==> config.mk <==
export PLATFORM = sky130hd
export DESIGN_NAME = portcullis_ctrl_multi
export DESIGN_NICKNAME = d
export VERILOG_FILES = /design/src/rtl/portcullis_pkg.sv /design/src/rtl/portcullis_gate.sv /design/src/rtl/portcullis_ctrl_multi.sv
export SDC_FILE = /design/constraint.sdc
export NUM_CORES = 1
export LEC_CHECK = 0
export CAP_MARGIN = 20
export CORE_MARGIN = 8
export CORE_UTILIZATION = 35
export DETAILED_ROUTE_END_ITERATION = 10
export PLACE_DENSITY = 0.54
export SETUP_SLACK_MARGIN = 0.2
export SLEW_MARGIN = 5
export SYNTH_ARGS = -nofsm -noshare
export SYNTH_HDL_FRONTEND = slang
export SYNTH_SLANG_ARGS = --single-unit
==> constraint.sdc <==
create_clock -name clk -period 2.91 [get_ports clk]
set_input_delay 0.4365 -clock clk [delete_from_list [all_inputs] [get_ports clk]]
set_output_delay 0.4365 -clock clk [all_outputs]
set_load 0.01 [all_outputs]
==> src/rtl/portcullis_pkg.sv <==
// rtl/portcullis_pkg.sv - shared state and direction definitions for the portcullis controller
//
// Purpose : per-gate FSM state encoding and motor direction constants used
//           by portcullis_gate and portcullis_ctrl_multi.
// Ports   : none (package).

package portcullis_pkg;

  typedef enum logic [2:0] {
    ST_WAIT  = 3'd0,
    ST_RAISE = 3'd1,
    ST_CLOSE = 3'd2,
    ST_PAUSE = 3'd3,
    ST_FAULT = 3'd4
  } gate_state_e;

  localparam logic DIR_UP = 1'b1;
  localparam logic DIR_DW = 1'b0;

endpackage

==> src/rtl/portcullis_gate.sv <==
// rtl/portcullis_gate.sv - single-channel portcullis raise/lower FSM with dead-time and timeout
//
// Purpose : one gate channel. It detects button presses by their rising edge,
//           enforces a motor dead-time before any reversal, faults on travel
//           timeout or on an impossible limit-switch pair, and latches the fault
//           until it is cleared.
// Ports   :
//   clk        in   system clock, rising edge
//   rst        in   synchronous active-high reset
//   a          in   operator button level (debounced)
//   up_lmt     in   upper limit switch, 1 = fully raised
//   dw_lmt     in   lower limit switch, 1 = fully closed
//   clr_fault  in   fault clear level
//   mot_up     out  raise motor drive
//   mot_dw     out  lower motor drive
//   fault      out  latched fault

module portcullis_gate
  import portcullis_pkg::*;
#(
  parameter int DEAD_TIME      = 8,
  parameter int TRAVEL_TIMEOUT = 1000,
  parameter int CNT_W          = 10
) (
  input  logic clk,
  input  logic rst,
  input  logic a,
  input  logic up_lmt,
  input  logic dw_lmt,
  input  logic clr_fault,
  output logic mot_up,
  output logic mot_dw,
  output logic fault
);

  localparam logic [CNT_W-1:0] DEAD_LAST   = CNT_W'(DEAD_TIME - 1);
  localparam logic [CNT_W-1:0] TRAVEL_LAST = CNT_W'(TRAVEL_TIMEOUT - 1);
  localparam logic [CNT_W-1:0] TIMER_MAX   = '1;

  gate_state_e      state;
  logic [CNT_W-1:0] timer;
  logic             a_q;
  logic             pend_dir;

  logic a_rise;
  logic both_lmt;
  logic pend_lmt;

  assign a_rise   = a & ~a_q;
  assign both_lmt = up_lmt & dw_lmt;
  // Limit switch that would immediately stop the move PAUSE is waiting to start.
  assign pend_lmt = (pend_dir == DIR_UP) ? up_lmt : dw_lmt;

  always_ff @(posedge clk) begin
    if (rst) begin
      state    <= ST_WAIT;
      timer    <= '0;
      a_q      <= 1'b1;   // a button held through reset must not count as a press
      pend_dir <= DIR_UP;
    end else begin
      a_q <= a;
      // Every branch that changes state overrides this with a clear.
      if (timer != TIMER_MAX) timer <= timer + 1'b1;

      case (state)
        ST_WAIT: begin
          if (both_lmt) begin
            state <= ST_FAULT; timer <= '0;
          end else if (a_rise) begin
            state <= up_lmt ? ST_CLOSE : ST_RAISE; timer <= '0;
          end
        end
        ST_RAISE: begin
          if (both_lmt) begin
            state <= ST_FAULT; timer <= '0;
          end else if (up_lmt) begin
            state <= ST_WAIT; timer <= '0;
          end else if (timer == TRAVEL_LAST) begin
            state <= ST_FAULT; timer <= '0;
          end else if (a_rise) begin
            state <= ST_PAUSE; timer <= '0; pend_dir <= DIR_DW;
          end
        end
        ST_CLOSE: begin
          if (both_lmt) begin
            state <= ST_FAULT; timer <= '0;
          end else if (dw_lmt) begin
            state <= ST_WAIT; timer <= '0;
          end else if (timer == TRAVEL_LAST) begin
            state <= ST_FAULT; timer <= '0;
          end else if (a_rise) begin
            state <= ST_PAUSE; timer <= '0; pend_dir <= DIR_UP;
          end
        end
        ST_PAUSE: begin
          // Presses are ignored here so the dead-time cannot be cut short.
          if (both_lmt) begin
            state <= ST_FAULT; timer <= '0;
          end else if (pend_lmt) begin
            state <= ST_WAIT; timer <= '0;
          end else if (timer == DEAD_LAST) begin
            state <= (pend_dir == DIR_UP) ? ST_RAISE : ST_CLOSE; timer <= '0;
          end
        end
        ST_FAULT: begin
          if (clr_fault && !both_lmt) begin
            state <= ST_WAIT; timer <= '0;
          end
        end
        default: begin
          state <= ST_WAIT; timer <= '0;
        end
      endcase
    end
  end

  // Moore decode of the state register; unknown encodings drive nothing.
  assign mot_up = (state == ST_RAISE);
  assign mot_dw = (state == ST_CLOSE);
  assign fault  = (state == ST_FAULT);

endmodule

==> src/rtl/portcullis_ctrl_multi.sv <==
// rtl/portcullis_ctrl_multi.sv - N-channel portcullis controller top level
//
// Purpose : N_GATES independent portcullis_gate channels plus a summary fault.
// Ports   :
//   clk        in   system clock, rising edge
//   rst        in   synchronous active-high reset
//   A          in   [N_GATES] operator buttons, rising edge acts
//   UP_LMT     in   [N_GATES] upper limit switches
//   DW_LMT     in   [N_GATES] lower limit switches
//   CLR_FAULT  in   [N_GATES] fault clears
//   MOT_UP     out  [N_GATES] raise motor drives
//   MOT_DW     out  [N_GATES] lower motor drives
//   FAULT      out  [N_GATES] latched faults
//   ANY_FAULT  out  OR of FAULT

module portcullis_ctrl_multi
  import portcullis_pkg::*;
#(
  parameter int N_GATES        = 2,
  parameter int DEAD_TIME      = 8,
  parameter int TRAVEL_TIMEOUT = 1000,
  parameter int CNT_W          = 10
) (
  input  logic               clk,
  input  logic               rst,
  input  logic [N_GATES-1:0] A,
  input  logic [N_GATES-1:0] UP_LMT,
  input  logic [N_GATES-1:0] DW_LMT,
  input  logic [N_GATES-1:0] CLR_FAULT,
  output logic [N_GATES-1:0] MOT_UP,
  output logic [N_GATES-1:0] MOT_DW,
  output logic [N_GATES-1:0] FAULT,
  output logic               ANY_FAULT
);

  for (genvar g = 0; g < N_GATES; g++) begin : g_gate
    portcullis_gate #(
      .DEAD_TIME      (DEAD_TIME),
      .TRAVEL_TIMEOUT (TRAVEL_TIMEOUT),
      .CNT_W          (CNT_W)
    ) u_gate (
      .clk       (clk),
      .rst       (rst),
      .a         (A[g]),
      .up_lmt    (UP_LMT[g]),
      .dw_lmt    (DW_LMT[g]),
      .clr_fault (CLR_FAULT[g]),
      .mot_up    (MOT_UP[g]),
      .mot_dw    (MOT_DW[g]),
      .fault     (FAULT[g])
    );
  end

  assign ANY_FAULT = |FAULT;

endmodule

# [Word-level counts from Yosys, hierarchy flattened]
# Index checks and enable logic that the tools add are counted.
[classes] add_sub_neg=2 n_eq_ne=36 muxes=76 n_bitwise=6 reduce_logical=13
[op_table] operator="$mux W10" n=24
[op_table] operator="$pmux W10 S5" n=2
[op_table] operator="$mux W3" n=24
[op_table] operator="$ne A2 B2 Y1 const B" n=18
[op_table] operator="$pmux W3 S5" n=2
[op_table] operator="$add A10 B1 Y10 const B" n=2
[op_table] operator="$eq A10 B10 Y1 const B" n=2
[op_table] operator="$eq A10 B3 Y1 const B" n=2
[op_table] operator="$ne A10 B10 Y1 const B" n=2
[op_table] operator="$mux W1" n=18
[op_table] operator="$reduce_and A9 Y1" n=2
[op_table] operator="$eq A3 B2 Y1 const B" n=4
[op_table] operator="$mux W2" n=4
[op_table] operator="$ne A4 B1 Y1 const B" n=2
[op_table] operator="$eq A3 B1 Y1 const B" n=2
[op_table] operator="$eq A3 B3 Y1 const B" n=2
[op_table] operator="$logic_not A3 Y1" n=2
[op_table] operator="$ne A3 B1 Y1 const B" n=2
[op_table] operator="$reduce_and A3 Y1" n=2
[op_table] operator="$and A1 B1 Y1" n=4
[op_table] operator="$pmux W1 S2" n=2
[op_table] operator="$reduce_bool A2 Y1" n=2
[op_table] operator="$logic_and A1 B1 Y1" n=2
[op_table] operator="$logic_not A1 Y1" n=2
[op_table] operator="other kinds (2)" n=3
[totals] regBits=30 inputBits=10 output_inout_bits=7 elab_cells=141

# [Depth between registers and ports, before layout]
# Gate-level depths: netlist of the first run.
[depth] depth_word=7 ltp_mapped=8 mapped_depth_nobuf=6

# [By module]
# From an unflattened synthesis of the first run, not the netlist that was laid out.
[hier_totals] cells_unflattened=222 area_unflattened_um2=1866.8
[by_module_without_submodules] module="portcullis_gate at g_gate[0].u_gate" n_inst=1 cells_each=109 area_each_um2=948.4 seq_area_each_um2=300.3
[by_module_without_submodules] module="portcullis_gate at g_gate[1].u_gate" n_inst=1 cells_each=112 area_each_um2=912.1 seq_area_each_um2=300.3
[by_module_without_submodules] module="portcullis_ctrl_multi" n_inst=1 cells_each=1 area_each_um2=6.3 seq_area_each_um2=0.0

# [Worst setup path after synthesis of the first run]
# OpenSTA, ideal clock, no wires.
[synth_path] path_type="register to register" from="register g_gate[0].u_gate.timer[0]" to="register g_gate[0].u_gate.timer[4]" setup_time_ps=88 t_arrival_ps=1768 required_time_ps=2822 path_slack_ps=1054 stages_incl_launch_ff=9 path_buffers=2 period_less_slack_ps=1856 cell_sequence="dfxtp_1 -> ha_1 -> nor4bb_1 -> and3_4 -> buf_6 -> or3_1 -> and3_1 -> buf_6 -> a311oi_2"
[synth_between] elab_chain_cells=7 elab_cells_between_ends=17 cone_classes="add/sub: 1; eq/ne: 3; mux: 13"
[synth_lines] item="from (decl)" line="portcullis_gate.sv:41" rtl="logic [CNT_W-1:0] timer;"
[synth_lines] item="from (signal assigned)" line="portcullis_gate.sv:63" rtl="if (timer != TIMER_MAX) timer <= timer + 1'b1;"
[synth_lines] item="$add A10 B1 Y10 or $ne A10 B10 Y1 (tied branches)" line="portcullis_gate.sv:63"
[synth_lines] item="$mux W10" line="portcullis_gate.sv:63"
[synth_lines] item="$mux W10" line="portcullis_gate.sv:69, portcullis_gate.sv:80, portcullis_gate.sv:91"
[synth_lines] item="$mux W10" line="portcullis_gate.sv:78" rtl="end else if (timer == TRAVEL_LAST) begin"
[synth_lines] item="$mux W10 (on tied branches)" line="portcullis_gate.sv:87, portcullis_gate.sv:76"
[synth_lines] item="$mux W10 (on tied branches)" line="portcullis_gate.sv:85, portcullis_gate.sv:74"
[synth_lines] item="$pmux W10 S5 *" line="portcullis_gate.sv:65" rtl="case (state)"
# Mark *: on every way between the ends. The rest lies on a longest branch, timed or not.
# A chain may end at the register's enable or synchronous reset.

# [Final worst setup path of the first run]
[layout_path] from="register g_gate[0].u_gate.state[0]" to="output ANY_FAULT"
[layout_between] elab_chain_cells=2
[layout_lines] item="from (decl)" line="portcullis_gate.sv:40" rtl="gate_state_e state;"
[layout_lines] item="from (signal assigned)" line="portcullis_gate.sv:56" rtl="state <= ST_WAIT;"
[layout_lines] item="from (signal assigned)" line="portcullis_gate.sv:68" rtl="state <= ST_FAULT; timer <= '0;"
[layout_lines] item="from (signal assigned)" line="portcullis_gate.sv:70" rtl="state <= up_lmt ? ST_CLOSE : ST_RAISE; timer <= '0;"
[layout_lines] item="$eq A3 B3 Y1" line="portcullis_gate.sv:120" rtl="assign fault = (state == ST_FAULT);"
[layout_lines] item="$reduce_or A2 Y1" line="portcullis_ctrl_multi.sv:54" rtl="assign ANY_FAULT = |FAULT;"
[layout_lines] item="to (decl)" line="portcullis_ctrl_multi.sv:33" rtl="output logic ANY_FAULT"
# No other way between the ends.

==> results of run 1 <==
registers in the layout (all words and copies together) (netlist names):
name,count
g_gate.u_gate.timer,20
g_gate.u_gate.pend_dir,2
g_gate.u_gate.state,6
g_gate.u_gate.a_q,2
where the power goes:
| part | leakage (nW) | internal, mW | switching [mW] |
|---|---|---|---|
| clock | 0.0472 | 0.190 | 0.162 |
| sequential | 0.244 | 0.424 | 0.0196 |
| combinational | 0.411 | 0.0593 | 0.0567 |
placed cells by master, fill, tap and decap left out, types with 2 or more instances in the layout:
cell type,instances
nor4bb_1,3
nor2_1,31
a211oi_2,2
nor4_1,3
a311oi_1,2
nor3b_1,4
and3_1,7
ha_1,2
nand2b_1,2
nand3_1,9
or3b_2,2
clkbuf_8,6
inv_1,3
nor2b_1,3
nor3_1,3
a31oi_1,4
o21ai_0,12
and2_1,5
xor2_1,2
and4_1,2
a21oi_1,11
o32a_1,3
clkdlybuf4s50_1,16
mux2i_1,4
dfxtp_1,30
or3_1,2
nand4_1,2
xnor2_1,2
or2_2,3
a311oi_2,4
nand2_1,13
a211oi_1,3
mux2_2,2
cell families (layout without fill, tap and decap cells):
| group | Yosys count | in the layout | synth area share, % |
|---|---|---|---|
| fa+ha+maj | 2 | 2 | 1.36 |
| flops | 30 | 30 | 32.8 |
| buf+inv | 26 | 28 | 7.92 |
| simple gates | 102 | 102 | 30.8 |
| compound gates | 53 | 53 | 21.8 |
| xor+xnor | 4 | 4 | 1.91 |
| mux | 6 | 6 | 3.41 |
final timing paths:
check                            startpoint                        end  cells after the start
setup / recovery  g_gate[0].u_gate.state[0]                  ANY_FAULT                      4
hold / removal    g_gate[0].u_gate.pend_dir  g_gate[0].u_gate.pend_dir                      2
setup reg to reg  g_gate[1].u_gate.timer[0]  g_gate[1].u_gate.timer[1]                      6
hold reg to reg   g_gate[0].u_gate.pend_dir  g_gate[0].u_gate.pend_dir                      2
critical path, cell delays in order, from the launching register on:
cell             delay [ps]
dfxtp_1                 520
nor2_1                  150
and2_1                  190
or2_2                   280
clkdlybuf4s50_1         480
final cells by class:
class	count	area, sq um
tap	70	87.6
clock inverter	2	12.5
timing repair buffer	17	168
multi-input combinational	167	1090
clock buffer	6	82.6
inverter	3	11.3
sequential	30	601
fill	531	3030
routing by layer:
metal	wire length, um	part of all wire [%]
met1	1910	52
met4	77	2.1
met5	0	0
met2	1490	41
met3	178	4.9
==> impl_metrics.yaml, run 1 <==
place:
  post-place-ws_ps: 578
  gp_congestion: 0.779
  place_area_sq_um: 1950
  port_buffers: 16
  dp_cells: 287
  dp_hpwl_um: 2610
clock_tree:
  cts_max_level: 2
  cts.sinks: 30
  cts_tree: "built"
  cts_inserted_buffers: 5
  cts_root_buffer: "clkbuf_8"
  postCtsResizedCells: 0
  clk-insertion-delay-late_ps: 280
  cts_setup_buffers: 0
  hold_buffers: 0
  clk_pin_slew_ps: 70
  clock_path_buffers: 2
logic_synthesis:
  yosys-top-cells-area: "dfxtp_1 33%, nor2_1 6.3%, o21ai_0 3.3%"
  netlist_area_sq_um: 1830
  synth_warnings: 0
  ys_ff_latch: 30
  ys_seq_area_share_pct: 32.8
  yosysTopAreaCellShare_pct: 32.8
  avgSynthCellArea_sq_um: 8.22
  synthFlopType: "dfxtp_1"
  synth_top_area_cell: "dfxtp_1"
  synth_edf_count: 0
  postSynthCellCount: 223
  async_reset_ff_share_pct: 0
  synth_nets: 235
  synth_most_common_cell: "nor2_1"
  synthTopCellsByCount: "31 x nor2_1, 30 x dfxtp_1, 13 x nand2_1"
  synth.distinct_cells: 56
final_layout:
  final_util_pct: 40.4
  postLayoutCellArea_sq_um: 2050
  antennaDiodeCount: 0
  finalNetCount: 236
  fin_cells: 295
  drive_gt1_share_pct: 12.4
  area_growth_pct: 11.8
pwr:
  p_per_area_nw_per_um2: 445
  p_total_mw: 0.911
  vdd_drop_max_uv: 193
  leakage_nw: 0.702
die:
  die_h_um: 88.4
  coreArea_sq_um: 5070
  start_util_pct: 36.1
  die_area_sq_um: 7810
  die_w_um: 88.4
  num_rows: 26
  io-pin-count: 17
grt:
  grt_max_degree: 15
  use_met2_pct: 14.6
  grt_usage_pct: 10.1
  grt_use_met3_pct: 2.97
  antenna_found_initial: 0
  grt.busiest_layer: "met2"
  grt_pass1_vias: 1403
  grt_pass1_wl_um: 6280
  grt_overflow: 0
  grt_util_met1_pct: 13.1
critical_path:
  end_kind: "output port"
  cp.arrival_ps: 1910
  cp-start-kind: "flop"
  r2r_slack_ps: 820
  cp.required_ps: 2470
  crit_fanout: 11
  critPathKind: "reg2out"
job:
  maxCapViolations: 0
hold_path:
  hp-class: "reg2reg"
sta:
  hold_slack_ps: 506
  worst_slew_pin_slew_ps: 496
  maxSlewHeadroom_pct: 66.9
  drv_slew: 0
  finalCritPeriodShare_pct: 80.6
  hold_viol: 0
  period_needed_ps: 2340
  setup_viol_count_final: 0
  rsz0062_at_grt: "no"
  fmax_mhz: 426
  fin_ws_ps: 565
  fin_skew_ps: 4.46
  final.setup.tns_ps: 0
drt:
  drc: 0
  drt-initial-drc-count: 68
  via_per_inst: 5.23
  routed-via-count: 1542
  wire_per_inst_um: 12.4
  detail-route-antenna-nets: 0
  routed_wl_um: 3650
  dr.pass1.iters: 4
outcome:
  status: "finished clean"
No activity file was read; power rests on OpenSTA's default activity.
==> run 2, diff against run 1 <==
clock period = 2.3 ns   (was 2.91 ns; I/O delays follow)
==> run 2 against run 1 <==
  * Wire length is 3.8% higher
  * Highest routed layer unchanged
  * Total power grew 27%
  * Largest power group unchanged
  * Register-to-register slack got worse by 410 ps
  * Final area up 3.8%
  * Clock power grew 24%
  * Sequential cell count unchanged
==> impl_metrics.yaml, run 2 (synthesis gave the netlist of run 1 again) <==
pwr:
  seq_power_share_pct: 48.3
  pwr-share-clk_pct: 37.8
  p_per_area_nw_per_um2: 543
  internal-power_mw: 0.861
  vdd_drop_max_uv: 197
  p_sw_mw: 0.293
  leakage_nw: 0.762
  p_sw_share_pct: 25.4
  p_comb_share_pct: 13.9
die:
  io-pin-count: 17
  die_w_um: 88.4
  num_rows: 26
  start_util_pct: 36.1
  coreArea_sq_um: 5070
  die_area_sq_um: 7810
  die_h_um: 88.4
place:
  place_area_sq_um: 2010
  dp_hpwl_um: 2710
  port_buffers: 16
  gp_congestion: 0.774
critical_path:
  end_kind: "output port"
  cp.arrival_ps: 1630
  crit_fanout: 10
  cp-start-kind: "flop"
  critPathKind: "reg2out"
  cp.required_ps: 1960
sta:
  fmax_mhz: 505
  maxSlewHeadroom_pct: 73.4
  drv_slew: 0
  hold_slack_ps: 503
  fin_skew_ps: 2.75
  rsz0062_at_grt: "no"
  hold_viol: 0
  final.setup.tns_ps: 0
  finalCritPeriodShare_pct: 86.0
  setup_viol_count_final: 0
  worst_slew_pin_slew_ps: 398
  period_needed_ps: 1980
drt:
  via_per_inst: 5.33
  drc: 0
  detail-route-antenna-nets: 0
  routed-via-count: 1615
  wire_per_inst_um: 12.5
  dr.pass1.iters: 4
  routed_wl_um: 3790
  drt-initial-drc-count: 61
final_layout:
  drive_gt1_share_pct: 18.5
  antennaDiodeCount: 0
  final_common_cell: "nor2_1"
  finalNetCount: 244
  largest_register: "g_gate.u_gate.timer"
  nFillCells: 562
  postLayoutCellArea_sq_um: 2130
  final_util_pct: 41.9
  multi_input_area_sq_um: 1100
  largest_register_ffs: 20
  ff_latch_area_sq_um: 608
  area_growth_pct: 16.0
  layout_common_cells: "30 x nor2_1, 26 x dfxtp_1, 15 x clkdlybuf4s50_1"
  reg_top3: "g_gate.u_gate.timer: 20 flops, g_gate.u_gate.state: 6 flops"
clock_tree:
  cts_root_buffer: "clkbuf_8"
  clk_pin_slew_ps: 60
  hold_buffers: 0
  cts_setup_buffers: 0
  clock_path_buffers: 2
  cts_inserted_buffers: 5
  clk-insertion-delay-late_ps: 280
  cts_tree: "built"
  cts_max_level: 2
  cts.sinks: 30
grt:
  grt_usage_pct: 10.2
  grt_pass1_vias: 1372
  grt_overflow: 0
  grt_pass1_wl_um: 6320
  grt_max_degree: 14
  antenna_found_initial: 0
job:
  maxCapViolations: 0
outcome:
  status: "finished clean"
hold_path:
  hp-class: "reg2reg"
[run 2: cell types whose count changed in the layout (fill, tap and decap cells not counted), sizes merged]
cell           before  now
buf                 1    9
clkbuf              6    7
clkdlybuf4s50      16   15
clkinvlp            1    0
dlymetal6s2s        0    1
[run 2: metal layers]
metal  share of wire, %  vias to the layer above  GRT usage [%]
met1                 50                      749           13.3
met2                 43                       28           14.7
met5                  0                        -              0
met3                5.4                        6           2.88
li1                   -                      832              -
met4                2.1                        0           5.53
[run 2: cell type report]
| class | instances | area share (%) |
|---|---|---|
| clock inverter | 1 | 0.235 |
| multi-input combinational | 167 | 51.6 |
| timing repair buffer | 25 | 10.8 |
| sequential | 30 | 28.6 |
| clock buffer | 7 | 4.06 |
| tap | 70 | 4.12 |
| inverter | 3 | 0.529 |
[run 2: worst paths after layout]
path	from	to	slack, ps	cells after the start
worst min-delay path	g_gate[0].u_gate.pend_dir	g_gate[0].u_gate.pend_dir	500	2
worst max register to register	g_gate[0].u_gate.timer[0]	g_gate[0].u_gate.timer[1]	410	6
worst max-delay path	g_gate[0].u_gate.state[0]	MOT_DW[0]	320	3
worst min register to register	g_gate[0].u_gate.pend_dir	g_gate[0].u_gate.pend_dir	500	2
[run 2: critical path, cell delays in order, from the launching register on]
cell and delay (ps):
dfxtp_1 320, buf_4 170, nor3b_1 270, clkdlybuf4s50_1 590
[run 2: timing repair]
item                       in CTS  in global routing
gates resized for setup         3                  7
setup endpoints to repair       1                 21
cloned                          0                  0
[run 2: power groups by stage]
stage / logic (mW) / registers (mW) / clock network [mW]
after floorplan: 0.121 / 0.557 / 0
after global placement: 0.161 / 0.569 / 0
after detailed placement: 0.160 / 0.569 / 0
after CTS: 0.161 / 0.558 / 0.459
after global routing: 0.181 / 0.562 / 0.479
final: 0.160 / 0.558 / 0.436
[run 2: through the flow]
| stage | setup WS (ps) | std cells | power, mW |
|---|---|---|---|
| final | 321 | 303 | 1.15 |
| after global routing | 204 | 303 | 1.22 |
| after CTS | 201 | 303 | 1.18 |
| after detailed placement | 58.5 | 295 | 0.729 |
| after global placement | 107 | 295 | 0.730 |
| after floorplan | 444 | 223 | 0.679 |
==> variant: new RTL, flow settings as in run 2 <==
Reset style: asynchronous (`rst`), changed in one clocked block. Comments in the files are not updated.
--- a/src/rtl/portcullis_gate.sv
+++ b/src/rtl/portcullis_gate.sv
@@ -51,7 +51,7 @@
   // Limit switch that would immediately stop the move PAUSE is waiting to start.
   assign pend_lmt = (pend_dir == DIR_UP) ? up_lmt : dw_lmt;
 
-  always_ff @(posedge clk) begin
+  always_ff @(posedge clk or posedge rst) begin
     if (rst) begin
       state    <= ST_WAIT;
       timer    <= '0;
Function: differs if rst is asserted again (counterexample within 4 cycles, from zero or initial values and one cycle with rst high); with rst held inactive, the same outputs for 4 cycles.
==> variant against run 2 <==
Wire length increased by 18%. Sequential cell count unchanged. Cell area increased by 13%. Worst setup slack got worse by 50 ps. Sequential share of layout area increased by 3.0 points. Area after synthesis increased by 13%. Highest routed layer unchanged.
Power is not compared: it rests on default switching activity, and its combinational part moved more than twofold at a synthesized area within 25%.
==> variant: results (changes against run 2) <==
{
  "global_route": {
    "grt.total_usage": {"value": 11.0, "unit": "%", "change": "+0.79 points"},
    "first_global_vias": {"value": 1573, "change": "+15%"},
    "largest_net_degree_at_the_start_of_global_routing": {"value": 29, "change": "+15"},
    "global_route.usage.met3": {"value": 3.40, "unit": "%", "change": "+0.52 points"},
    "grt_first_pass_wirelength": {"value": 7650, "unit": "um", "change": "+21%"},
    "groute.layer.met2.usage": {"value": 15.7, "unit": "%", "change": "+1.0 points"},
    "met1_usage": {"value": 14.9, "unit": "%", "change": "+1.6 points"}
  },
  "detailed_routing": {
    "detailed_routed_wire_length_on_met3": {"value": 213, "unit": "um", "change": "+3.4%"},
    "drt_iter0_drc": {"value": 124, "change": "+100%"},
    "detailroute.via_count": {"value": 1727, "change": "+6.9%"},
    "wire_length_on_met1": {"value": 2240, "unit": "um", "change": "+19%"},
    "post_drt_wl_per_cell": {"value": 14.6, "unit": "um", "change": "+16%"},
    "wl_met2": {"value": 1930, "unit": "um", "change": "+19%"},
    "detail_route.vias_per_cell": {"value": 5.64, "change": "+5.9%"}
  },
  "layout": {
    "number_of_nets_in_the_layout": {"value": 242, "change": "-0.82%"},
    "ratio_of_cells_with_drive_above_1_in_the_final_layout": {"value": 21.6, "unit": "%", "change": "+3.2 points"}
  },
  "worst_setup_path": {
    "critical_path.startpoint": "g_gate[1].u_gate.state[1]",
    "cp_max_fo": {"value": 3, "change": "-7"},
    "worst_ep_arrival_time": {"value": 1680, "unit": "ps", "change": "+50 ps"},
    "timing.rr.start": "g_gate[0].u_gate.timer[0]"
  },
  "outcome": {
    "outcome": "completed"
  },
  "synthesis": {
    "synthesis.nets": {"value": 225, "change": "-4.3%"},
    "synth_seq_area_share": {"value": 36.5, "unit": "%", "change": "+3.7 points"},
    "postSynth.topFlopCell": "sky130_fd_sc_hd__dfrtp_1",
    "asyncSetResetFlopFracSynth": {"value": 100, "unit": "%", "change": "+100 points"},
    "netlist_top_cells_area": "sky130_fd_sc_hd__dfrtp_1 31%, sky130_fd_sc_hd__dfstp_2 5.1%, sky130_fd_sc_hd__buf_4 4.0%",
    "synth_commonest_cells": "26 x sky130_fd_sc_hd__dfrtp_1, 16 x sky130_fd_sc_hd__a21oi_1, 15 x sky130_fd_sc_hd__nand2_1"
  },
  "placed_design": {
    "dp_hpwl": {"value": 3110, "unit": "um", "change": "+15%"},
    "place.gp.congestion": {"value": 0.818, "change": "+5.7%"},
    "preCtsSetupSlack": {"value": 195, "unit": "ps", "change": "+137 ps"},
    "placement.cell_area": {"value": 2250, "unit": "um2", "change": "+11%"}
  },
  "sta": {
    "tightest_pin_transition": {"value": 526, "unit": "ps", "change": "+128 ps"},
    "fin_skew": {"value": 2.54, "unit": "ps", "change": "-0.217 ps"}
  },
  "min_path": {
    "holdCritPathClass": "in -> async"
  }
}
-- variant: where the power goes --
group          total [mW]  internal (mW)  switching, mW  leakage, nW
clock network       0.539          0.319          0.220       0.0579
logic                1.02          0.483          0.534        0.526
registers           0.717          0.634         0.0831        0.391
total                2.27           1.44          0.837        0.975
-- variant: cell type report --
class,count,area [um2]
repair buffers,26,239
inverters,7,26.3
clock buffers,5,68.8
well taps,75,93.8
flip-flops and latches,30,761
multi-input cells,160,1180
clock inverters,3,40.0
fillers,584,3410
-- variant: timing repair --
action                                  4_1_cts  5_1_grt
cloned                                        0        0
buffers inserted                              5        0
gates resized for setup                       7        2
hold buffers                                  0        0
endpoints found under the setup margin        4        2
-- variant: path summary, 6_finish.rpt --
| kind | to | slack (ps) | cells past startpoint |
|---|---|---|---|
| worst max-delay path | FAULT[1] | 270 | 3 |
| worst min register to register | g_gate[0].u_gate.pend_dir | 580 | 2 |
| worst min-delay path | g_gate[0].u_gate.a_q | 400 | 2 |
| max in group asynchronous | g_gate[1].u_gate.pend_dir | 1480 | 3 |
| worst max register to register | g_gate[0].u_gate.timer[2] | 470 | 6 |
| min in group clk | g_gate[0].u_gate.a_q | 510 | 1 |
-- variant: worst register-to-register path, stage by stage, from the launching register on --
cell and delay, ps:
sky130_fd_sc_hd__dfrtp_1 400, sky130_fd_sc_hd__ha_1 250, sky130_fd_sc_hd__and4bb_2 270, sky130_fd_sc_hd__nand3_1 170, sky130_fd_sc_hd__a221oi_4 300, sky130_fd_sc_hd__buf_4 210
sky130_fd_sc_hd__a221oi_1 100
-- variant: kinds of logic after synthesis --
family,share of synthesized area (%)
compound gates,24.5
buf+inv,6.89
fa+ha+maj,1.21
simple gates,26.3
xor+xnor,1.69
mux,2.90
flops,36.5
